**src/rtl/branch_comparer_serial.sv**
```systemverilog
// Multi-cycle RV32I branch comparator: scans RS1/RS2 one digit per cycle, MSB digit first,
// and reports eq / less-signed / less-unsigned flags plus the branch-taken decision.
module branch_comparer_serial #(
    parameter int DATA_WIDTH  = 32,
    parameter int DIGIT_WIDTH = 8,
    parameter bit EARLY_EXIT  = 1'b1
) (
    input  logic                  i_clock,
    input  logic                  i_reset,
    input  logic                  i_flush,
    input  logic                  i_valid,
    output logic                  o_ready,
    input  logic [DATA_WIDTH-1:0] i_dataRS1,
    input  logic [DATA_WIDTH-1:0] i_dataRS2,
    input  logic [2:0]            i_funct3,
    output logic                  o_valid,
    input  logic                  i_ready,
    output logic                  o_isEqual,
    output logic                  o_isLessSigned,
    output logic                  o_isLessUnsigned,
    output logic                  o_taken,
    output logic                  o_illegal
);

    localparam int unsigned NDIG = DATA_WIDTH / ((DIGIT_WIDTH >= 1) ? DIGIT_WIDTH : 1);
    localparam int unsigned KW   = (NDIG > 1) ? $clog2(NDIG) : 1;

    // Reject parameter sets that cannot be split into whole digits
    if (DIGIT_WIDTH < 1) begin : g_bad_digit
        $fatal(1, "branch_comparer_serial: DIGIT_WIDTH must be >= 1");
    end else if ((DATA_WIDTH % DIGIT_WIDTH) != 0) begin : g_bad_ratio
        $fatal(1, "branch_comparer_serial: DATA_WIDTH must be a multiple of DIGIT_WIDTH");
    end

    typedef enum logic [1:0] {
        S_IDLE = 2'd0,
        S_SCAN = 2'd1,
        S_DONE = 2'd2
    } state_e;

    state_e                  state_q;
    logic [DATA_WIDTH-1:0]   rs1_q;
    logic [DATA_WIDTH-1:0]   rs2_q;
    logic [2:0]              funct3_q;
    logic [KW-1:0]           k_q;
    logic                    diff_found_q;
    logic                    ltu_first_q;
    logic                    ready_q;
    logic                    valid_q;
    logic                    eq_q;
    logic                    lts_q;
    logic                    ltu_q;
    logic                    taken_q;
    logic                    illegal_q;

    logic [DIGIT_WIDTH-1:0]  a_dig;
    logic [DIGIT_WIDTH-1:0]  b_dig;
    logic                    dig_diff;
    logic                    finish;
    logic                    neq;
    logic                    ltu_res;
    logic                    lts_res;
    logic                    taken_res;
    logic                    illegal_res;

    // Current digit compare and the final flag/decision values used when the scan ends
    always_comb begin
        a_dig       = DIGIT_WIDTH'(rs1_q >> (32'(k_q) * DIGIT_WIDTH));
        b_dig       = DIGIT_WIDTH'(rs2_q >> (32'(k_q) * DIGIT_WIDTH));
        dig_diff    = (a_dig != b_dig);
        finish      = (k_q == '0) || (EARLY_EXIT && dig_diff);
        neq         = diff_found_q || dig_diff;
        ltu_res     = diff_found_q ? ltu_first_q : (a_dig < b_dig);
        lts_res     = 1'b0;
        if (neq) begin
            lts_res = (rs1_q[DATA_WIDTH-1] ^ rs2_q[DATA_WIDTH-1]) ? rs1_q[DATA_WIDTH-1] : ltu_res;
        end
        taken_res   = 1'b0;
        illegal_res = 1'b0;
        case (funct3_q)
            3'b000:  taken_res = !neq;
            3'b001:  taken_res = neq;
            3'b100:  taken_res = lts_res;
            3'b101:  taken_res = !lts_res;
            3'b110:  taken_res = ltu_res;
            3'b111:  taken_res = !ltu_res;
            default: illegal_res = 1'b1;
        endcase
    end

    // Control FSM with registered handshake and result outputs; flush overrides everything
    always_ff @(posedge i_clock or negedge i_reset) begin
        if (!i_reset) begin
            state_q      <= S_IDLE;
            rs1_q        <= '0;
            rs2_q        <= '0;
            funct3_q     <= '0;
            k_q          <= '0;
            diff_found_q <= 1'b0;
            ltu_first_q  <= 1'b0;
            ready_q      <= 1'b1;
            valid_q      <= 1'b0;
            eq_q         <= 1'b0;
            lts_q        <= 1'b0;
            ltu_q        <= 1'b0;
            taken_q      <= 1'b0;
            illegal_q    <= 1'b0;
        end else if (i_flush) begin
            state_q      <= S_IDLE;
            diff_found_q <= 1'b0;
            ltu_first_q  <= 1'b0;
            ready_q      <= 1'b1;
            valid_q      <= 1'b0;
            eq_q         <= 1'b0;
            lts_q        <= 1'b0;
            ltu_q        <= 1'b0;
            taken_q      <= 1'b0;
            illegal_q    <= 1'b0;
        end else begin
            case (state_q)
                S_IDLE: begin
                    if (i_valid && ready_q) begin
                        rs1_q        <= i_dataRS1;
                        rs2_q        <= i_dataRS2;
                        funct3_q     <= i_funct3;
                        k_q          <= KW'(NDIG - 1);
                        diff_found_q <= 1'b0;
                        ltu_first_q  <= 1'b0;
                        ready_q      <= 1'b0;
                        state_q      <= S_SCAN;
                    end
                end
                S_SCAN: begin
                    if (finish) begin
                        valid_q   <= 1'b1;
                        eq_q      <= !neq;
                        lts_q     <= lts_res;
                        ltu_q     <= neq && ltu_res;
                        taken_q   <= taken_res;
                        illegal_q <= illegal_res;
                        state_q   <= S_DONE;
                    end else begin
                        k_q <= k_q - KW'(1);
                        if (dig_diff && !diff_found_q) begin
                            diff_found_q <= 1'b1;
                            ltu_first_q  <= (a_dig < b_dig);
                        end
                    end
                end
                S_DONE: begin
                    if (i_ready) begin
                        valid_q   <= 1'b0;
                        eq_q      <= 1'b0;
                        lts_q     <= 1'b0;
                        ltu_q     <= 1'b0;
                        taken_q   <= 1'b0;
                        illegal_q <= 1'b0;
                        ready_q   <= 1'b1;
                        state_q   <= S_IDLE;
                    end
                end
                default: begin
                    ready_q <= 1'b1;
                    valid_q <= 1'b0;
                    state_q <= S_IDLE;
                end
            endcase
        end
    end

    assign o_ready          = ready_q;
    assign o_valid          = valid_q;
    assign o_isEqual        = eq_q;
    assign o_isLessSigned   = lts_q;
    assign o_isLessUnsigned = ltu_q;
    assign o_taken          = taken_q;
    assign o_illegal        = illegal_q;

endmodule

```
**config.mk**
```make
export PLATFORM = sky130hd
export DESIGN_NAME = branch_comparer_serial
export DESIGN_NICKNAME = d
export VERILOG_FILES = /design/src/rtl/branch_comparer_serial.sv
export SDC_FILE = /design/constraint.sdc
export NUM_CORES = 1
export LEC_CHECK = 0
export CORE_MARGIN = 5
export CORE_UTILIZATION = 50
export CTS_CLUSTER_DIAMETER = 150
export DETAILED_ROUTE_END_ITERATION = 8
export DONT_BUFFER_PORTS = 1
export GPL_TIMING_DRIVEN = 0
export PLACE_DENSITY = 0.67
export SLEW_MARGIN = 20
export SYNTH_ARGS = -nofsm -noshare
export SYNTH_HDL_FRONTEND = slang
export SYNTH_SLANG_ARGS = --single-unit
```
**constraint.sdc**
```tcl
create_clock -name i_clock -period 7.4 [get_ports i_clock]
set_input_delay 1.48 -clock i_clock [delete_from_list [all_inputs] [get_ports i_clock]]
set_output_delay 1.48 -clock i_clock [all_outputs]
set_load 0.03 [all_outputs]
```
# == Word-level counts from Yosys, hierarchy flattened ==
# Index checks and enable logic that the tools add are counted.
# op_classes
n_addsub,1
multipliers,0
div_mod_pow,0
n_lt_le_gt_ge,1
n_eq_ne,17
shifts,2
n_mux,44
bitwise,2
reduce_logical,23
# ops
operator,n
$shr 32x5->8,2
$mux 1,26
$ne 3x3->1 const B,5
$reduce_and 3->1,5
$pmux 1 s2,7
$eq 3x3->1 const B,4
$mux 2,6
$lt 8x8->1,1
$ne 2x2->1 const B,4
$ne 8x8->1,1
$reduce_and 4->1,2
$pmux 1 s3,2
$pmux 1 s6,1
$pmux 2 s3,1
$reduce_bool 3->1,2
$reduce_or 6->1,1
$logic_not 1->1,4
$logic_not 2->1,2
$pmux 2 s2,1
$eq 3x1->1 const B,1
$logic_and 1x1->1,3
$logic_not 3->1,1
$eq 2x1->1 const B,1
$eq 2x2->1 const B,1
other kinds (5),6
# word_totals
reg_bits,80
latch_bits,0
ramBits,0
mem_bits_ro,0
inputBits,72
output_inout_bits,7
elab_cells,104
n_memories,0

# == Depth between registers and ports, before layout ==
# depth
ltp_word,10
ltp_mapped,10
mapped_depth_nobuf,9

# == Least setup slack after synthesis ==
# No wires, ideal clock.
# synth_path
path_kind,reg2reg
start,reg k_q[0]
end,"reg lts_q, in the netlist o_isLessSigned"
setup_time_ns,0.126
arrival_ns,2.743
t_required_ns,7.274
setup_slack_ns,4.531
path_stages_with_launch,11
n_path_buf,2
synth_period_minus_slack_ns,2.869
cell_sequence,dfrtp_1 buf_2 buf_2 mux4_2 ha_1 and4_4 nand3b_2 and3_2 o21ai_0 a21oi_1 a221o_1
# synth_between
elab_chain_len,8
elab_cells_between_ends,15
cone_classes,order compare: 1; eq/ne: 2; shift: 2; mux: 6; reduce/logical: 4
# synth_rtl
element,line,text
"start, declared",45,logic [KW-1:0] k_q;
"start signal, assigned",126,k_q <= KW'(NDIG - 1);
"start signal, assigned",143,k_q <= k_q - KW'(1);
$shr 32x5->8 (on tied branches),"68, 69",
$lt 8x8->1,73,ltu_res = diff_found_q ? ltu_first_q : (a_dig < b_dig);
$mux 1,73,
$mux 1,76,lts_res = (rs1_q[DATA_WIDTH-1] ^ rs2_q[DATA_WIDTH-1]) ? rs1_q[DATA_WIDTH-1] : ltu_res;
$mux 1,75,if (neq) begin
$mux 1,134,if (finish) begin
$pmux 1 s2,120,case (state_q)
$mux 1,108,end else if (i_flush) begin
"end signal, assigned",137,lts_q <= lts_res;
"end, declared",51,logic lts_q;
# Parallel ways exist; a longest one is shown, timed or not. The select of a mux whose other input is x is not followed.
# A chain may end at the register's enable or synchronous reset.

# == Worst setup path in the final report ==
# layout_path
start,reg k_q[1]
end,"reg lts_q, in the netlist o_isLessSigned"
# The elaborated chain is that of the path after synthesis.

==> summary.md <==
| Metric | Value |
|---|---|
| Routability cong. | between 0.8 and 0.9 |
| Post-synth top area share | 0.5162 |
| Type of origin of the critical path | flip-flop |
| # resized after CTS | 0 |
| Peak supply drop | around 0.16 mV |
| Die X | a little under 100 um |
| Leading cell types by count after synthesis | 79 x dfrtp_1, 69 x mux2_2, 16 x mux4_2, 15 x inv_1, 10 x o21ai_0 |
| Initial antenna violation count | 0 |
| CTS clk-pin slew, worst paths | 0.08 ns |
| Clk buf depth | 2 |
| Switch Pwr | approximately 0.38 mW |
| Slew HR | 0.5975 |
| Sink Count | 80 |
| HPWL Detailed | 5.505 mm |
| Area of the core | 7607 um2 |
| Ys async rst share | 1.000 |
| DIE AREA | 9510 um2 |
| Slew @ Worst Pin | 0.6037 ns |
| Sequential area share after synthesis | 0.5230 |
| I/O pin cnt | 79 |
| Achievable Freq | 291.3 MHz |
| Clock power frac | 0.249 |
| Status | finished, final reports clean |
| Global-route met3 utilization | 0.05887 |
| Overflow after GRT | 0 |
| Reg2reg setup slack | 3.97 ns |
| Most used flip-flop cell after synthesis | dfrtp_1 |
| CTS tree | built |
| Multi-input gate area | 1669 um2 |
| Rows | 32 |
| Vias in the first global route | around 2.4k |
| Crit-path max FO | 10 |
| Post-synthesis cell count | about 270 |
| Largest cells by area after synthesis | dfrtp_1 52%, mux2_2 20%, mux4_2 9.4% |
| Pint | 0.9594 mW |
| Routed via count | 2209 |
| Synth Cell Area | 3830 um2 |
| Final setup TNS | 0 ns |
| Total CTS buffers | 9 |
| EDFF count, synth | 0 |
| Depth of the CTS H-tree | 3 |
| ANT cells | 0 |
| Avg WL per Cell | approximately 20 um |
| Filler instances | 670 |
| Hold_buf cts | 0 |
| Starting Density | 0.5035 |
| Pwr per Cell Area | 321.1 nW/um2 |
| Nets@finish | 359 |
| Design area | 4164 um2 |
| Final Hold Fails | 0 |
| Overall Global Routing Usage | 0.1677 |
| Gr busiest metal | met2 |
| Vias per inst | around 5.8 |
| Setup Skew | approximately 0.0052 ns |
| Post-CTS Setup Repair Bufs | 0 |
| Post-DP Area | 3958 um2 |
| Clock Root Buffer | clkbuf_8 |
| Residual DRC | 0 |
| Yosys cell types | 45 |
| Lkg Pwr | 1.819 nW |
| Met2 Use GR | 0.2594 |
| Hold WC Path Type | reg -> reg |
| # port buffers | 0 |
| Iter 0 DRT Violations | between 40 and 50 |
| Setup violators final | 0 |
| Worst skew pair latency | 0.34 ns |
| Tcrit/Tclk final | 0.4640 |
| Setup Crit Path Kind | reg -> reg |
| Count leader, synth | dfrtp_1 |
| Sequential standard cell area | 2003 um2 |
| Post-synthesis net count | approximately 350 |
| Final Max Slew Viols | 0 |
| Yosys Warn Count | 0 |
| Sw frac | 0.2825 |
| Sequential Power Share | 0.466 |
| First-pass GRT wire length | 12.41 mm |
| Synth Register Bits | 80 |
| Layout cells sized above 1 | 0.4184 |
| Die Y | between 90 and 100 um |
| Final min period | 3.433 ns |
| Routed wire length | 7.533 mm |
| Pin count of the biggest net entering global routing | 81 |
| RSZ-0062 raised after global routing | no |
| CP endpoint kind | flip-flop |
| Post-route ant nets | 0 |
| Met1 Use GR | 0.2111 |
| Area leader, netlist | dfrtp_1 |
| Area growth, synth to finish | 8.723% |
| CP Data Arrival Time | ~3.7 ns |
| Avg Cell Area, Syn | 14.34 um2 |
| Pre-antenna DRT Iters | 4 |
| CP required | 7.63 ns |
| Combinational power share | 0.285 |
| Max-capacitance violation count | 0 |
==> stage by stage <==
stage / std cells / setup WS [ns] / util / hold WS [ns] / power (mW)
floorplan: 267 / 4.531 / - / 0.4738 / 0.9294
detailed placement: 369 / 3.920 / 0.5202 / 0.4900 / 1.020
global route: 384 / 3.705 / 0.5474 / 0.5175 / 1.423
CTS: 384 / 3.907 / 0.5474 / 0.5089 / 1.356
finish: 384 / 3.967 / 0.5474 / 0.5060 / 1.337
global placement: 369 / 3.882 / 0.5202 / 0.4828 / 1.004
==> path summary, 6_finish.rpt <==
| check | endpoint | depth (start not counted) | startpoint |
|---|---|---|---|
| worst max-delay path | o_isLessSigned | 9 | k_q[1] |
| worst min-delay path | rs1_q[25] | 1 | rs1_q[25] |
| worst max register to register | o_isLessSigned | 9 | k_q[1] |
| worst min register to register | rs1_q[25] | 1 | rs1_q[25] |
| max in group asynchronous | o_ready | 0 | i_reset |
| min in group asynchronous | rs1_q[3] | 0 | i_reset |
==> metal layers <==
layer  share of wire  up-vias  wire, um
met1            0.42     1122      3194
li1                -     1005         -
met4           0.022        0       167
met2            0.49       68      3666
met5               0        -         0
met3           0.067       14       504
==> layout make-up <==
| type | instances | share of cell area |
|---|---|---|
| buffer | 12 | 0.02434 |
| inverter | 15 | 0.01352 |
| tap | 102 | 0.03065 |
| clock buffer | 13 | 0.04056 |
| multi-input combinational | 160 | 0.4008 |
| clock inverter | 2 | 0.009014 |
| sequential | 80 | 0.4811 |
==> worst max-delay path: stages, from the launching register on <==
cell and delay [ns]:
dfrtp_1 0.34, clkbuf_1 0.46, buf_1 0.54, mux4_2 0.42
ha_1 0.33, and4_4 0.27, a21boi_1 0.32, a2bb2oi_2 0.24
a21oi_1 0.10, a221o_1 0.30
==> sequential cells by signal (all words and copies together) (netlist names) <==
| signal | count |
|---|---|
| o_taken | 1 |
| o_valid | 1 |
| diff_found_q | 1 |
| o_isLessUnsigned | 1 |
| k_q | 2 |
| ltu_first_q | 1 |
| o_isLessSigned | 1 |
| funct3_q | 3 |
| o_ready | 1 |
| rs2_q | 32 |
| rs1_q | 32 |
| o_isEqual | 1 |
| o_illegal | 1 |
| state_q | 2 |
==> kinds of logic (layout without fill, tap and decap cells) <==
logic type	Yosys count	count (layout)	synth area share
AO/OA/AOI/OAI	32	32	0.05750
multiplexers	85	85	0.2970
flip-flops	80	80	0.5230
XOR/XNOR	1	1	0.002287
buffers and inverters	27	42	0.04116
AND/OR/NAND/NOR	33	33	0.04966
adder cells (fa/ha/maj)	9	9	0.02940
==> power groups by stage <==
stage	registers, mW	logic (mW)	clock network, mW
6_report	0.624	0.381	0.333
4_1_cts	0.625	0.388	0.344
3_5_place_dp	0.633	0.387	0
2_1_floorplan	0.609	0.321	0
3_3_place_gp	0.627	0.377	0
5_1_grt	0.639	0.423	0.362
==> layout by cell type (no fill, tap or decap), drive strengths merged, types with 2 or more instances in the layout <==
cell	Yosys	routed
a211oi	2	2
a21oi	4	4
a22o	2	2
a22oi	2	2
and2	2	2
and3	2	2
and4	2	2
buf	11	11
clkbuf	1	14
dfrtp	79	79
ha	9	9
inv	15	15
mux2	69	69
mux4	16	16
nand2	8	8
nand3b	2	2
nor2	8	8
nor2b	2	2
nor3	3	3
o21ai	11	11
Note: power is estimated with default switching activity, not from simulation.
